File: src/rtl/bcd_scan_display_counter.sv
// bcd_scan_display_counter: N-digit up/down BCD counter with a time-multiplexed 7-segment driver.
module bcd_scan_display_counter #(
  parameter int NUM_DIGITS = 4,
  parameter int TICK_DIV = 10000000,
  parameter int SCAN_DIV = 10000
) (
  input  logic                    clk,
  input  logic                    rst_n,
  input  logic                    en,
  input  logic                    up_dn,
  input  logic                    clear,
  input  logic                    load,
  input  logic [4*NUM_DIGITS-1:0] load_value,
  output logic [4*NUM_DIGITS-1:0] count_bcd,
  output logic                    carry_out,
  output logic [6:0]              seg,
  output logic                    dp,
  output logic [NUM_DIGITS-1:0]   digit_sel
);
  localparam int PW = $clog2(TICK_DIV);
  localparam int SW = SCAN_DIV > 1 ? $clog2(SCAN_DIV) : 1;
  localparam int IW = NUM_DIGITS > 1 ? $clog2(NUM_DIGITS) : 1;
  logic [PW-1:0] pre;
  logic [SW-1:0] scan_cnt;
  logic [IW-1:0] idx;
  logic [4*NUM_DIGITS-1:0] stepped, clamped;
  logic [3:0] dig, cur;
  logic [6:0] seg_nxt;
  logic ripple, tick, scan_wrap;
  assign tick = en && pre == PW'(TICK_DIV-1);
  assign scan_wrap = scan_cnt == SW'(SCAN_DIV-1);
  assign cur = count_bcd[4*idx +: 4];
  // ripple carries (up) or borrows (down) from digit 0 upward; final ripple marks the wrap
  always_comb begin
    ripple = 1'b1;
    stepped = count_bcd;
    dig = 4'd0;
    for (int i = 0; i < NUM_DIGITS; i++) begin
      dig = count_bcd[4*i +: 4];
      stepped[4*i +: 4] = !ripple ? dig : up_dn ? (dig == 4'd9 ? 4'd0 : dig + 4'd1) : (dig == 4'd0 ? 4'd9 : dig - 4'd1);
      ripple = ripple && dig == (up_dn ? 4'd9 : 4'd0);
    end
  end
  always_comb begin
    clamped = load_value;
    for (int i = 0; i < NUM_DIGITS; i++)
      clamped[4*i +: 4] = load_value[4*i +: 4] > 4'd9 ? 4'd9 : load_value[4*i +: 4];
  end
  always_comb
    case (cur)
      4'd0: seg_nxt = 7'h3F;
      4'd1: seg_nxt = 7'h06;
      4'd2: seg_nxt = 7'h5B;
      4'd3: seg_nxt = 7'h4F;
      4'd4: seg_nxt = 7'h66;
      4'd5: seg_nxt = 7'h6D;
      4'd6: seg_nxt = 7'h7D;
      4'd7: seg_nxt = 7'h07;
      4'd8: seg_nxt = 7'h7F;
      4'd9: seg_nxt = 7'h6F;
      default: seg_nxt = 7'h00;
    endcase
  always_ff @(posedge clk)
    if (!rst_n) begin
      pre <= '0;
      scan_cnt <= '0;
      idx <= '0;
      count_bcd <= '0;
      carry_out <= 1'b0;
      seg <= '0;
      dp <= 1'b0;
      digit_sel <= '0;
    end else begin
      pre <= clear || tick ? '0 : en ? pre + 1'b1 : pre;
      count_bcd <= clear ? '0 : load ? clamped : tick ? stepped : count_bcd;
      carry_out <= !clear && !load && tick && ripple;
      scan_cnt <= scan_wrap ? '0 : scan_cnt + 1'b1;
      idx <= !scan_wrap ? idx : idx == IW'(NUM_DIGITS-1) ? '0 : idx + 1'b1;
      digit_sel <= NUM_DIGITS'(1) << idx;
      seg <= seg_nxt;
      dp <= idx == '0 && !en;
    end
endmodule

File: config.mk
export PLATFORM = sky130hd
export DESIGN_NAME = bcd_scan_display_counter
export DESIGN_NICKNAME = d
export VERILOG_FILES = /design/src/rtl/bcd_scan_display_counter.sv
export SDC_FILE = /design/constraint.sdc
export NUM_CORES = 1
export LEC_CHECK = 0
export CAP_MARGIN = 20
export CELL_PAD_IN_SITES_DETAIL_PLACEMENT = 1
export CELL_PAD_IN_SITES_GLOBAL_PLACEMENT = 2
export CORE_MARGIN = 4
export CORE_UTILIZATION = 33
export DETAILED_ROUTE_END_ITERATION = 8
export GPL_TIMING_DRIVEN = 0
export PLACE_DENSITY_LB_ADDON = 0.1
export SLEW_MARGIN = 10
export SYNTH_ARGS = -nofsm -noshare
export SYNTH_HDL_FRONTEND = slang
export SYNTH_SLANG_ARGS = --single-unit
File: constraint.sdc
create_clock -name clk -period 3.1 [get_ports clk]
set_input_delay 0.775 -clock clk [delete_from_list [all_inputs] [get_ports clk]]
set_output_delay 0.775 -clock clk [all_outputs]
set_load 0.01 [all_outputs]
==> impl_metrics.json <==
{
  "outcome": "finished clean",
  "synth_nets": 514,
  "clock_insertion_delay_worst_skew_ps": 340,
  "synth-edff-count": 0,
  "design.die.area_um2": 13720,
  "cap_violations": 0,
  "placed_cell_area_um2": 4609,
  "cell_taking_the_most_area_after_synthesis": "sky130_fd_sc_hd__dfxtp_1",
  "worst_pin_slew_ps": 871.8,
  "cts_tree": "done",
  "worstPathCellList": "clkdlybuf4s50_1 -> and3_1 -> nand2_1 -> or4_1 -> buf_2 -> or3_1 -> a31oi_1",
  "yosys-top-cells-area": "sky130_fd_sc_hd__dfxtp_1, sky130_fd_sc_hd__xor2_1, sky130_fd_sc_hd__nor2_1",
  "post_synth_inst_count": 482,
  "synth.yosys.warnings": 0,
  "io_buffers": 50,
  "chipHeight_um": 117.1,
  "cts.htree.levels": 3,
  "fin_area_um2": 4970,
  "final-hold-violation-count": 0,
  "gr-usage-met1": 0.2422,
  "number_of_antenna_violations_at_the_first_check_in_global_routing": 0,
  "fp-row-count": 39,
  "vdd.ir_drop.worst_v": 0.0002096,
  "dp_hpwl_um": 8742,
  "antenna_diode_count": 0,
  "placedCellCount": 675,
  "critical_path_required_ps": 3370,
  "clockRootBuffer": "sky130_fd_sc_hd__clkbuf_16",
  "hold-path-endpoint": "scan_cnt[0]",
  "layout_setup_ws_ps": 205.2,
  "grt_util_met2": 0.2969,
  "timing.setup.critical_path_class": "in2reg",
  "drv_slew": 0,
  "area_growth_syn_to_layout_pct": 26.46,
  "critPathMaxStageDelay_ps": 610,
  "post-place-ws_ps": -410.3,
  "relative_max_transition_margin": 0.4135,
  "drc_errors": 0,
  "boundaryPins": 51,
  "clock_path_buffers": 2,
  "cpMaxStageDelayCell": "sky130_fd_sc_hd__clkdlybuf4s50_1",
  "wl_per_cell_um": 17.09,
  "timing.reg2reg.worst_path_depth": 7,
  "worstReg2RegStart": "pre[9]",
  "sequential_cell_area_um2": 1381,
  "stdcell_count": 691,
  "synth_top_area_frac": 0.3515,
  "routed_via_density": 5.433,
  "final_layout_size_suffix_gt1_frac": 0.06204,
  "multi_input_area_um2": 2379,
  "clkSlewWorstSetupHoldPaths_ps": 60,
  "reg2reg_to": "count_bcd[8]",
  "grt_overflow": 0,
  "numCtsBuffers": 9,
  "route.antenna.remaining_nets": 0,
  "floorplan.core_area_um2": 11520,
  "rsz0062_at_grt": "no",
  "die_x_um": 117.1,
  "grt_first_pass_wirelength_um": 19690,
  "globalRouteTotalUtil": 0.1848,
  "vias": 3754,
  "area_of_the_mapped_netlist_um2": 3930,
  "grt_most_used_layer": "met2",
  "start_point_of_the_worst_min_delay_path": "scan_cnt[0]",
  "finalCritPeriodShare": 0.9338,
  "dr.pass1.iters": 4,
  "nFillCells": 1409,
  "grt_max_degree": 14,
  "post_synth.cell_area_avg_um2": 8.154,
  "synth-async-reset-ratio": 0,
  "worst_ep_arrival_time_ps": 3160,
  "worstSetupEndpointType": "register",
  "cts_sinks": 69,
  "crit_path_start_kind": "input pin",
  "groute.layer.met3.usage": 0.04422,
  "postSynthRegisterBits": 69,
  "holdWs_ps": 468.6,
  "leakagePower_uw": 0.001805,
  "drt-initial-drc-count": 229,
  "reg2reg_setup_slack_ps": 600,
  "setup_viol": 0,
  "via_count_of_the_first_global_routing_pass": 3900,
  "timing.critical_path.fanout_max": 8,
  "seq_area_frac_synth": 0.3515,
  "cts_post_setup_buffers_inserted": 0,
  "yosys_most_used_dff": "sky130_fd_sc_hd__dfxtp_1",
  "layout_min_cycle_time_ps": 2895,
  "gp_congestion": 0.7984,
  "power_per_cell_area_nw_per_um2": 481.3,
  "final_net_count": 575,
  "start_util": 0.3413,
  "max_freq_mhz": 345.4,
  "final.setup_skew_ps": 5.494,
  "wirelength_um": 11810,
  "worstHoldPathType": "reg2reg",
  "number_of_distinct_standard_cells_referenced_by_the_synthesized_netlist": 58,
  "min_path_cells": 1
}
## cell families after synthesis
family,after synthesis,share of synthesized area
AO/OA/AOI/OAI,88,0.1525
flip-flops,69,0.3515
adder cells (fa/ha/maj),10,0.03184
AND/OR/NAND/NOR,216,0.2843
buffers and inverters,46,0.04521
XOR/XNOR,41,0.09137
multiplexers,12,0.04330
## report_power, final
part	switching (uW)	leakage, uW	internal, uW
combinational	134	0.00107	110
clock	435	0.000170	792
sequential	13.9	0.000561	907
total	583	0.00180	1810
## worst max path at each step
stage,cells after the start,endpoint,from
finish,7,count_bcd[8],en
global route,6,count_bcd[10],en
CTS,7,count_bcd[13],up_dn
detailed placement,8,count_bcd[9],up_dn
global placement,8,count_bcd[9],up_dn
floorplan,6,count_bcd[8],up_dn
## registers in the layout, indices dropped and copies added, names as in the netlist
name       flops
count_bcd     16
scan_cnt      14
idx            2
digit_sel      4
pre           24
dp             1
carry_out      1
seg            7
## critical path, delay by kind of cell
| kind | cells | cell delay, ps |
|---|---|---|
| AOI/OAI and AO/OA | 1 | 190 |
| buffers and inverters | 2 | 810 |
| and+or+nand+nor | 4 | 1390 |
## synth_stat cells, types with 8 or more instances
master	count
sky130_fd_sc_hd__a21oi_1	16
sky130_fd_sc_hd__and3_1	21
sky130_fd_sc_hd__clkbuf_1	27
sky130_fd_sc_hd__dfxtp_1	69
sky130_fd_sc_hd__ha_1	10
sky130_fd_sc_hd__inv_1	13
sky130_fd_sc_hd__mux2i_1	8
sky130_fd_sc_hd__nand2_1	36
sky130_fd_sc_hd__nand3_1	23
sky130_fd_sc_hd__nand4_1	10
sky130_fd_sc_hd__nor2_1	65
sky130_fd_sc_hd__o21a_1	9
sky130_fd_sc_hd__o21ai_0	18
sky130_fd_sc_hd__xnor2_1	13
sky130_fd_sc_hd__xor2_1	28
## cell type report
class	instances	area share
Tap cell	143	0.03600
Inverter	14	0.01057
Buffer	32	0.02644
Timing Repair Buffer	50	0.1007
Clock inverter	7	0.02442
Clock buffer	9	0.04532
Sequential cell	69	0.2779
Multi-Input combinational cell	367	0.4786
## per-layer routing
| layer | vias up | wire [um] |
|---|---|---|
| met1 | 1813 | 5647 |
| met3 | 12 | 566 |
| met2 | 83 | 5389 |
| met4 | 0 | 209 |
| met5 | - | 0 |
| li1 | 1846 | - |
## cells in the final DEF, fill, tap and decap left out, drive strengths merged, types with 8 or more instances in the layout
| master | count |
|---|---|
| o21a | 9 |
| nor2 | 65 |
| inv | 15 |
| ha | 10 |
| nand3 | 23 |
| and3 | 21 |
| clkbuf | 37 |
| o21ai | 18 |
| clkdlybuf4s50 | 50 |
| dfxtp | 69 |
| xnor2 | 13 |
| xor2 | 28 |
| nand2 | 37 |
| a21oi | 16 |
| mux2i | 8 |
| nand4 | 10 |
## what timing repair did
| item | CTS | global route |
|---|---|---|
| pin swaps | 0 | 0 |
| setup endpoints to repair | 1 | 14 |
| hold buffers | 0 | 0 |
| resized for setup | 1 | 10 |
## through the flow
stage               setup TNS [ps]  power, uW  utilization
floorplan                        0       1073            -
global placement             -6435       1180       0.4003
detailed placement           -6313       1185       0.4003
CTS                              0       2426       0.4305
global route                     0       2489       0.4316
finish                           0       2392       0.4316
No activity file was read; power rests on OpenSTA's default activity.
